`src/rtl/trivium_pkg.sv`:
```
// Shared constants, tap positions and phase type for the Trivium state engine.
// Tap positions are 1-based Trivium indices; bit s_i lives at vector index i-1.
package trivium_pkg;

    localparam int STATE_W     = 288;
    localparam int KEY_W       = 80;
    localparam int IV_W        = 80;
    localparam int INIT_ROUNDS = 1152;
    localparam int CNT_W       = 11;

    localparam int T_A66  = 66;
    localparam int T_A93  = 93;
    localparam int T_A91  = 91;
    localparam int T_A92  = 92;
    localparam int T_B171 = 171;
    localparam int T_B162 = 162;
    localparam int T_B177 = 177;
    localparam int T_B175 = 175;
    localparam int T_B176 = 176;
    localparam int T_C264 = 264;
    localparam int T_C243 = 243;
    localparam int T_C288 = 288;
    localparam int T_C286 = 286;
    localparam int T_C287 = 287;
    localparam int T_A69  = 69;

    typedef enum logic [1:0] {
        LOAD = 2'd0,
        INIT = 2'd1,
        DONE = 2'd2
    } phase_t;

endpackage

```
`src/rtl/trivium_round.sv`:
```
// One combinational Trivium round: next state plus the keystream bit of the
// current (pre-update) state.
module trivium_round
    import trivium_pkg::*;
(
    input  logic [STATE_W-1:0] i_state,
    output logic [STATE_W-1:0] o_state,
    output logic               o_z
);

    logic w_t1;
    logic w_t2;
    logic w_t3;

    assign w_t1 = i_state[T_A66-1] ^ i_state[T_A93-1]
                ^ (i_state[T_A91-1] & i_state[T_A92-1]) ^ i_state[T_B171-1];
    assign w_t2 = i_state[T_B162-1] ^ i_state[T_B177-1]
                ^ (i_state[T_B175-1] & i_state[T_B176-1]) ^ i_state[T_C264-1];
    assign w_t3 = i_state[T_C243-1] ^ i_state[T_C288-1]
                ^ (i_state[T_C286-1] & i_state[T_C287-1]) ^ i_state[T_A69-1];

    assign o_z = i_state[T_A66-1] ^ i_state[T_A93-1] ^ i_state[T_B162-1]
               ^ i_state[T_B177-1] ^ i_state[T_C243-1] ^ i_state[T_C288-1];

    // Each register shifts toward higher indices, feedback enters at its first bit.
    assign o_state[92:0]    = {i_state[91:0],    w_t3};
    assign o_state[176:93]  = {i_state[175:93],  w_t1};
    assign o_state[287:177] = {i_state[286:177], w_t2};

endmodule

```
`src/rtl/trivium_init_core.sv`:
```
// Trivium key/IV load and warm-up engine; exposes the full state on STRM.
// Define TRIVIUM_KEYSTREAM_EN to keep clocking rounds in DONE and emit z/z_valid.
module trivium_init_core #(
    parameter int INIT_ROUNDS = trivium_pkg::INIT_ROUNDS,
    parameter int STATE_W     = trivium_pkg::STATE_W
) (
    input  logic                          clk,
    input  logic                          reset,
    input  logic [trivium_pkg::KEY_W-1:0] KEY,
    input  logic [trivium_pkg::IV_W-1:0]  IV,
`ifdef TRIVIUM_KEYSTREAM_EN
    output logic                          z,
    output logic                          z_valid,
`endif
    output logic [STATE_W-1:0]            STRM
);

    import trivium_pkg::*;

    localparam logic [CNT_W-1:0] LAST_ROUND = CNT_W'(INIT_ROUNDS - 1);

    logic [STATE_W-1:0] r_state;
    logic [CNT_W-1:0]   r_cnt;
    phase_t             r_phase;
    logic [STATE_W-1:0] w_next;
    logic [STATE_W-1:0] w_load;
    logic               w_z;

    // Key in s1..s80, IV in s94..s173, constant ones in s286..s288.
    assign w_load = {3'b111, 108'd0, 4'd0, IV, 13'd0, KEY};

    trivium_round u_round (
        .i_state (r_state),
        .o_state (w_next),
        .o_z     (w_z)
    );

`ifdef TRIVIUM_KEYSTREAM_EN
    logic r_z;
    logic r_zv;

    always_ff @(posedge clk or posedge reset) begin
        if (reset) begin
            r_state <= '0;
            r_cnt   <= '0;
            r_phase <= LOAD;
            r_z     <= 1'b0;
            r_zv    <= 1'b0;
        end else begin
            case (r_phase)
                LOAD: begin
                    r_state <= w_load;
                    r_phase <= INIT;
                end
                INIT: begin
                    r_state <= w_next;
                    r_cnt   <= r_cnt + 1'b1;
                    if (r_cnt == LAST_ROUND) r_phase <= DONE;
                end
                DONE: begin
                    r_state <= w_next;
                    r_z     <= w_z;
                    r_zv    <= 1'b1;
                end
                default: r_phase <= LOAD;
            endcase
        end
    end

    assign z       = r_z;
    assign z_valid = r_zv;
`else
    logic w_z_idle;
    assign w_z_idle = w_z;

    always_ff @(posedge clk or posedge reset) begin
        if (reset) begin
            r_state <= '0;
            r_cnt   <= '0;
            r_phase <= LOAD;
        end else begin
            case (r_phase)
                LOAD: begin
                    r_state <= w_load;
                    r_phase <= INIT;
                end
                INIT: begin
                    r_state <= w_next;
                    r_cnt   <= r_cnt + 1'b1;
                    if (r_cnt == LAST_ROUND) r_phase <= DONE;
                end
                DONE: r_state <= r_state;
                default: r_phase <= LOAD;
            endcase
        end
    end
`endif

    assign STRM = r_state;

endmodule

```
`config.mk`:
```
export PLATFORM = sky130hd
export DESIGN_NAME = trivium_init_core
export DESIGN_NICKNAME = d
export VERILOG_FILES = /design/src/rtl/trivium_pkg.sv /design/src/rtl/trivium_round.sv /design/src/rtl/trivium_init_core.sv
export SDC_FILE = /design/constraint.sdc
export NUM_CORES = 1
export LEC_CHECK = 0
export ABC_AREA = 1
export BUFFER_PORTS_ARGS = -buffer_cell sky130_fd_sc_hd__buf_2
export CORE_MARGIN = 5
export CORE_UTILIZATION = 40
export CTS_BUF_LIST = sky130_fd_sc_hd__clkbuf_4 sky130_fd_sc_hd__clkbuf_8 sky130_fd_sc_hd__clkbuf_16
export DETAILED_ROUTE_END_ITERATION = 10
export GPL_TIMING_DRIVEN = 0
export PLACE_DENSITY = 0.69
export SYNTH_ARGS = -nofsm -noshare
export SYNTH_HDL_FRONTEND = slang
export SYNTH_SLANG_ARGS = --single-unit
```
`constraint.sdc`:
```
create_clock -name clk -period 12.3 [get_ports clk]
set_clock_uncertainty 0.15 [all_clocks]
set_input_delay 2.46 -clock clk [delete_from_list [all_inputs] [get_ports clk]]
set_output_delay 2.46 -clock clk [all_outputs]
set_load 0.05 [all_outputs]
```
==> results of run 1 <==
==> power groups by stage <==
stage	Clock (µW)	Sequential (µW)	Combinational (µW)
2_1_floorplan	0	1320	69.0
3_3_place_gp	0	1110	402
3_5_place_dp	0	1110	408
4_1_cts	1060	1100	409
5_1_grt	1100	1110	428
6_report	1030	1100	404
==> stage by stage <==
step                cells  setup slack (ps)  instance area (µm²)
finish               2270              8300                16300
global route         2270              8240                16300
CTS                  2265              8250                16300
detailed placement   2207              8500                15100
global placement     2205             -1970                15100
floorplan            1360              1370                12300
==> cells in the mapped netlist (all sizes together) <==
library cell and number:
nor2 9, inv 138, a21oi 1, dfrtp 301, o211ai 1, clkbuf 26, nand2 512, o22a 1
o22ai 118, nand3b 1, nand4 1, o21ai 6, xnor2 7, o21bai 1, nor3 2, ha 1
buf 55, xor2 6, a22oi 12, nand3 161
==> worst register-to-register path: stages, from the launching register on <==
cell and delay (ps):
dfrtp_1 360, buf_4 160, nor2_4 280, buf_4 280, buf_2 300, nand2_1 90
nand3_1 100
==> final cells by class <==
class / count / area [µm²]
antenna: 5 / 12.5
buffer: 81 / 457
clock buffer: 49 / 1040
clock inverter: 9 / 101
fill: 2865 / 14200
inverter: 138 / 531
multi-input combinational: 840 / 3820
sequential: 301 / 7530
tap: 396 / 495
timing repair buffer: 451 / 2300
==> flip-flops by register name, indices dropped and copies added, names as in the netlist <==
name / cells
STRM: 288
r_cnt: 11
r_phase: 2
==> worst max-delay path by stage <==
stage,to,slack (ps),depth (start not counted)
6_report,STRM[161],8300,1
5_1_grt,STRM[161],8240,1
4_1_cts,STRM[161],8250,1
3_5_place_dp,STRM[73]$_DFFE_PP0P_,8500,3
3_3_place_gp,STRM[52]$_DFFE_PP0P_,-1970,2
2_1_floorplan,STRM[0]$_DFFE_PP0P_,1370,1
==> layer usage <==
layer,wire length (µm),share of wire,global-route usage,vias to the layer above
met5,0,0,0,-
met4,1510,0.037,0.0825,0
met3,3010,0.074,0.0465,94
met2,19600,0.48,0.371,413
met1,16700,0.41,0.304,5297
li1,-,-,-,5359
==> cell families after synthesis <==
family / count (synthesis) / synth area share
adder cells (fa/ha/maj): 1 / 0.00101
XOR/XNOR: 13 / 0.00923
AO/OA/AOI/OAI: 140 / 0.0719
buffers and inverters: 219 / 0.0794
flip-flops: 301 / 0.611
AND/OR/NAND/NOR: 686 / 0.228
==> results.toml, run 1 <==
[status]
status = "finished, final reports clean"

[floorplan]
start_util = 0.404
ios = 450
die-area_um2 = 34400
core_um2 = 30500
num_rows = 64
die_w_um = 186
die_y_um = 186

[hold_path]
worstHoldStart = "r_cnt[10]$_DFFE_PP0P_"
min_path_type = "reg -> reg"
min_path_cells = 2
holdPathEnd = "r_cnt[10]$_DFFE_PP0P_"

[worst_setup_path]
cpLargestDelayFamily = "flip-flops"
r2r_start = "r_phase[1]$_DFFE_PP0P_"
crit_start = "STRM[161]$_DFFE_PP0P_"
cp_max_fo = 5
rrSetupSlack_ps = 10520
required_ps = 9690
rr_endpoint = "STRM[105]$_DFFE_PP0P_"
worstSetupPathType = "reg -> out"
startpoint_type = "register"
reg2reg_depth = 6
path_cells = "buf_2"
cpPeakStageDelay_ps = 530
crit_arrival_ps = 1390
cp_slowest_cell = "dfrtp_1"
crit_buf_inv = 1
endpoint_kind = "primary output"

[clock_tree]
clockBufferDepth = 3
clock-sinks = 301
cts_tree = "built"
clkLatencyLatePin_ps = 500
cts_setup_buffers = 0
cts_root_buf = "clkbuf_16"
cts_buffers = 35
cts_resized = 0
postCtsHoldBufs = 0
cts.htree.levels = 2
clk_pin_slew_ps = 60

[drt]
drc = 0
wl_um = 40800
wl_per_cell_um = 18.0
first_iter_violations = 717
post_drt_via_cell_ratio = 4.92
dr.pass1.iters = 6
drtAntennaViolNets = 0
dr_total_vias = 11163

[pwr]
power.total_uw = 2530
peakVddDrop_mv = 0.0889
powerDensity_nw_per_um2 = 155
p_leak_uw = 0.00855
sw_frac_of_total = 0.300
p_clk_frac = 0.407
p_int_uw = 1770
power.switching_uw = 760
power_frac_seq = 0.434
comb_power_share = 0.160

[placement]
gp_congestion = 0.880
io_buffer_count = 449
place_hpwl_um = 30800

[logic_synthesis]
ys_ff_latch = 301
synth_top_area_share = 0.611
synth_seq_area_share = 0.611
synth_top_area_cell = "dfrtp_1"
syn-cell-area_um2 = 12300
netlist_instances = 1360
synth_cell_types = 28
synth_area_leaders = "dfrtp_1, nand2_1, nand3_1"
syn_area_per_cell_um2 = 9.07
syn_nets = 1523
yosys_warnings = 0

[timing]
grt_setup_unrepaired = "false"
hold_viol = 0
period_needed_ps = 4000
final.setup.tns_ps = 0
holdWs_ps = 335
tightest_slew_ps = 668
max_freq_mhz = 250
period_share = 0.325
setup_violations = 0
maxSlewHeadroom = 0.554
drv_slew = 0

[finish]
drive_gt1_frac = 0.304
final_common_cell = "nand2_1"
final_util = 0.534
syn_to_final_growth_pct = 32.1
final_cell_mix = "nand2_1, buf_2, dfrtp_1"
final_nets = 2011

[grt]
grt_max_degree = 126
grt_pass1_vias = 11101
grt-ovfl-total = 0
grt_pass1_wl_um = 62000
antenna_found_initial = 5
grt_usage = 0.228

[run]
maxCapViolCount = 0
Note: power is estimated with default switching activity, not from simulation.
==> run 2, diff against run 1 <==
ABC_AREA = 0   (was 1)
PLACE_DENSITY = 0.71   (was 0.69)
clock period = 3.3 ns   (was 12.3 ns; I/O delays follow)
==> results.toml, run 2 <==
[logic_synthesis]
synth_top_area_share = 0.587
yosysMostFrequentCell = "nand2_1"
syn_nets = 1384
synth_edf_count = 0
syn-cell-area_um2 = 12800
netlist_instances = 1221
yosys-top-cells-count = "nand2_1, dfrtp_1, o21ai_0"
synth_seq_area_share = 0.587
ys_ff_latch = 301
synth_cell_types = 31
synth_top_flop_cell = "dfrtp_1"
yosys_warnings = 0
syn_area_per_cell_um2 = 10.5
synth_top_area_cell = "dfrtp_1"
synth_area_leaders = "dfrtp_1, mux2i_1, nand2_1"
async_flop_share = 1.00

[clock_tree]
cts_buffers = 35
clock-sinks = 301
cts_tree = "built"
cts.htree.levels = 2
clkLatencyLatePin_ps = 510
cts_root_buf = "clkbuf_16"
cts_setup_buffers = 0
postCtsHoldBufs = 0
clockBufferDepth = 3
clk_pin_slew_ps = 60
cts_resized = 0

[timing]
fin_ws_ps = 1100
hold_viol = 0
tightest_slew_ps = 767
drv_slew = 0
period_needed_ps = 2200
setup_violations = 0
holdWs_ps = 64.1
maxSlewHeadroom = 0.489
max_freq_mhz = 454
period_share = 0.668
grt_setup_unrepaired = "false"

[finish]
final_common_cell = "buf_2"
n_fill_cell = 2848
largest_reg_flops = 288
final_util = 0.536
drive_gt1_frac = 0.338
final_area_um2 = 16900
final_nets = 1878
final_cell_mix = "buf_2, nand2_1, dfrtp_1"
syn_to_final_growth_pct = 32.0

[worst_setup_path]
reg2reg_depth = 3
crit_arrival_ps = 1390
cp_max_fo = 4
startpoint_type = "register"
crit_start = "STRM[161]$_DFFE_PP0P_"
cpLargestDelayFamily = "flip-flops"
required_ps = 2490
rr_endpoint = "STRM[4]$_DFFE_PP0P_"
path_cells = "buf_2"
rrSetupSlack_ps = 1190
cp_slowest_cell = "dfrtp_1"
r2r_start = "r_phase[1]$_DFFE_PP0P_"
cpPeakStageDelay_ps = 550
worstSetupPathType = "reg -> out"
crit_buf_inv = 1
endpoint_kind = "primary output"

[floorplan]
die_w_um = 189
core_um2 = 31600
num_rows = 65
die_y_um = 189
ios = 450
start_util = 0.406
die-area_um2 = 35800

[grt]
grt_max_degree = 43
grt_usage = 0.218
grt_pass1_wl_um = 63100
grt_pass1_vias = 11254
grt-ovfl-total = 0
antenna_found_initial = 4

[run]
maxCapViolCount = 0

[pwr]
power.total_uw = 9670
peakVddDrop_mv = 0.360
p_leak_uw = 0.00916
powerDensity_nw_per_um2 = 570

[drt]
dr.pass1.iters = 4
first_iter_violations = 635
drtAntennaViolNets = 0
wl_um = 40100
wl_per_cell_um = 18.7
dr_total_vias = 11012
drc = 0
post_drt_via_cell_ratio = 5.14

[placement]
io_buffer_count = 449
place_hpwl_um = 30200
placement.cell_area_um2 = 15800
gp_congestion = 0.841
preCtsSetupSlack_ps = 1040

[status]
status = "finished, final reports clean"

[hold_path]
min_path_type = "in -> async"
run 2: cell types whose count changed after synthesis, moves of 4 or more:
cell     previous run  this run
nor2_1              7         3
mux2i_1             0       158
buf_4               5        28
o22ai_1           118         0
a22oi_1            12         2
nand3_1           161         2
o21ai_0             6       241
a22o_1              0        42
inv_1             136         3
nand2_1           511       331
nand4_1             1         6
buf_6              12         0
run 2: how the worst max path moves through the flow:
stage,depth (start not counted),slack (ps),endpoint
floorplan,1,-1510,STRM[0]$_DFFE_PP0P_
global placement,2,-3340,STRM[221]$_DFFE_PP0P_
detailed placement,6,1040,STRM[216]$_DFFE_PP0P_
CTS,1,1000,STRM[170]
global route,1,1000,STRM[170]
finish,1,1100,STRM[161]
run 2: layer usage:
layer,global-route usage,vias to the layer above,wire (µm)
met1,0.278,5379,16500
li1,-,5155,-
met5,0,-,25
met3,0.0601,77,3090
met4,0.0619,4,1080
met2,0.367,397,19400
run 2: where the power goes:
part	internal, µW	switching, µW
Clock	2380	1530
Combinational	374	1220
Sequential	3940	220
Total	6690	2970
run 2: area by class of cell:
type	instances	area, µm²	area share
Tap cell	402	503	0.0297
Timing Repair Buffer	457	2410	0.142
Sequential cell	301	7530	0.444
Multi-Input combinational cell	824	4800	0.283
Buffer	93	500	0.0295
Clock inverter	7	86.3	0.00509
Inverter	3	15.0	0.000886
Antenna cell	2	5.00	0.000295
Clock buffer	55	1100	0.0650
run 2: metrics by stage:
stage	setup TNS (ps)	instances
floorplan	-454820	1221
global placement	-1000340	2072
detailed placement	0	2080
CTS	0	2142
global route	0	2143
finish	0	2144
run 2: cells by family (layout without fill, tap and decap cells):
logic type / count (synthesis) / in the layout / synth area share
xor+xnor: 14 / 14 / 0.0106
buf+inv: 96 / 615 / 0.0399
simple gates: 357 / 357 / 0.110
mux: 158 / 158 / 0.123
compound gates: 294 / 294 / 0.129
fa+ha+maj: 1 / 1 / 0.000974
flops: 301 / 301 / 0.587
other cells: 0 / 2 / 0
run 2: worst reg2reg max path: cells and delay by family (launching register included):
kind            cells  cell delay [ps]
compound gates      1              210
buf+inv             2             1110
flops               1              490
==> run 3, diff against run 2 <==
clock period = 2 ns   (was 3.3 ns; I/O delays follow)
==> results.toml, run 3 (synthesis results as in run 2) <==
[status]
status = "finished, final reports clean"

[pwr]
powerDensity_nw_per_um2 = 939
peakVddDrop_mv = 0.595
p_clk_frac = 0.405
p_int_uw = 11000
comb_power_share = 0.166
power_frac_seq = 0.430
power.switching_uw = 4920
sw_frac_of_total = 0.308
p_leak_uw = 0.00918

[floorplan]
core_um2 = 31600
die_w_um = 189
ios = 450
die_y_um = 189
die-area_um2 = 35800
num_rows = 65
start_util = 0.406

[timing]
max_freq_mhz = 521
hold_viol = 0
final.setup.tns_ps = 0
setup_violations = 0
maxSlewHeadroom = 0.372
fin_ws_ps = 79.2
tightest_slew_ps = 939
period_needed_ps = 1920
drv_slew = 0
period_share = 0.960
grt_setup_unrepaired = "false"

[clock_tree]
clk_pin_slew_ps = 60
cts_tree = "built"
clock-sinks = 301
clockBufferDepth = 3
cts_buffers = 35
cts.htree.levels = 2
cts_setup_buffers = 0
cts_root_buf = "clkbuf_16"
clkLatencyLatePin_ps = 510

[worst_setup_path]
endpoint_kind = "primary output"
cp_max_fo = 3
required_ps = 1450
worstSetupPathType = "reg -> out"
cpPeakStageDelay_ps = 510
cpLargestDelayFamily = "flip-flops"
path_cells = "buf_2"
startpoint_type = "register"
cp_slowest_cell = "dfrtp_1"
crit_buf_inv = 1
crit_arrival_ps = 1370

[finish]
syn_to_final_growth_pct = 32.4
final_common_cell = "buf_2"
final_util = 0.538
final_nets = 1883
fin_cells = 2149
drive_gt1_frac = 0.339
largest_reg_flops = 288
final_area_um2 = 17000
final_cell_mix = "buf_2, nand2_1, dfrtp_1"

[hold_path]
min_path_type = "in -> reg"

[grt]
grt_usage = 0.218
grt_max_degree = 43
antenna_found_initial = 4
grt_pass1_wl_um = 63300
grt-ovfl-total = 0
grt_pass1_vias = 11265

[placement]
io_buffer_count = 449
placement.cell_area_um2 = 15800
preCtsSetupSlack_ps = -64.5
dp_cells = 2080
place_hpwl_um = 30200
gp_congestion = 0.841

[drt]
wl_um = 40200
first_iter_violations = 636
dr_total_vias = 11020
wl_per_cell_um = 18.7
dr.pass1.iters = 5
drc = 0
drtAntennaViolNets = 0
post_drt_via_cell_ratio = 5.13

[run]
maxCapViolCount = 0
## run 3: final timing paths
path,cells past startpoint,slack (ps),endpoint,start
hold / removal,3,20,STRM[50]$_DFFE_PP0P_,KEY[50]
setup reg to reg,3,150,STRM[4]$_DFFE_PP0P_,r_phase[1]$_DFFE_PP0P_
hold reg to reg,1,320,r_cnt[6]$_DFFE_PP0P_,r_cnt[6]$_DFFE_PP0P_
max in group asynchronous,7,220,STRM[191]$_DFFE_PP0P_,reset
min in group asynchronous,3,530,STRM[20]$_DFFE_PP0P_,reset
setup / recovery,1,80,STRM[5],STRM[5]$_DFFE_PP0P_
## run 3: through the flow
stage,total power (µW),hold slack [ps]
2_1_floorplan,8720,288
3_3_place_gp,9540,303
3_5_place_dp,9620,314
4_1_cts,16100,0.150
5_1_grt,16600,11.8
6_report,16000,23.0
## run 3: area by class of cell
cell class	instances	area, µm²
clock inverter	7	86.3
fill	2837	14600
clock buffer	55	1100
inverter	3	15.0
sequential	301	7530
antenna	2	5.00
timing repair buffer	462	2460
buffer	93	508
multi-input combinational	824	4800
tap	402	503
## run 3: power groups by stage
stage                     registers (µW)  logic (µW)  clock network, µW
after detailed placement            6960        2660                  0
after global routing                6910        2800               6880
after CTS                           6860        2670               6600
after floorplan                     8300         417                  0
after global placement              6950        2590                  0
final                               6860        2640               6460
## run 3: repair_timing
action | 4_1_cts | 5_1_grt
resized for setup | 3 | 4
gates cloned | 0 | 0
endpoints found under the setup margin | 13 | 40
hold buffers | 5 | 0
endpoints found under the hold margin | 23 | 0
## run 3: worst register-to-register path, delay by kind of cell, from the launching register on
| family | cells | cell delay, ps |
|---|---|---|
| flip-flops | 1 | 490 |
| buffers and inverters | 2 | 840 |
| AO/OA/AOI/OAI | 1 | 220 |
## run 3: layer usage
metal / wire [µm] / global-route usage / vias to the layer above
met3: 3170 / 0.0597 / 77
met2: 19400 / 0.368 / 422
met1: 16600 / 0.279 / 5352
met4: 1090 / 0.0617 / 4
li1: - / - / 5165
met5: 25 / 0 / -
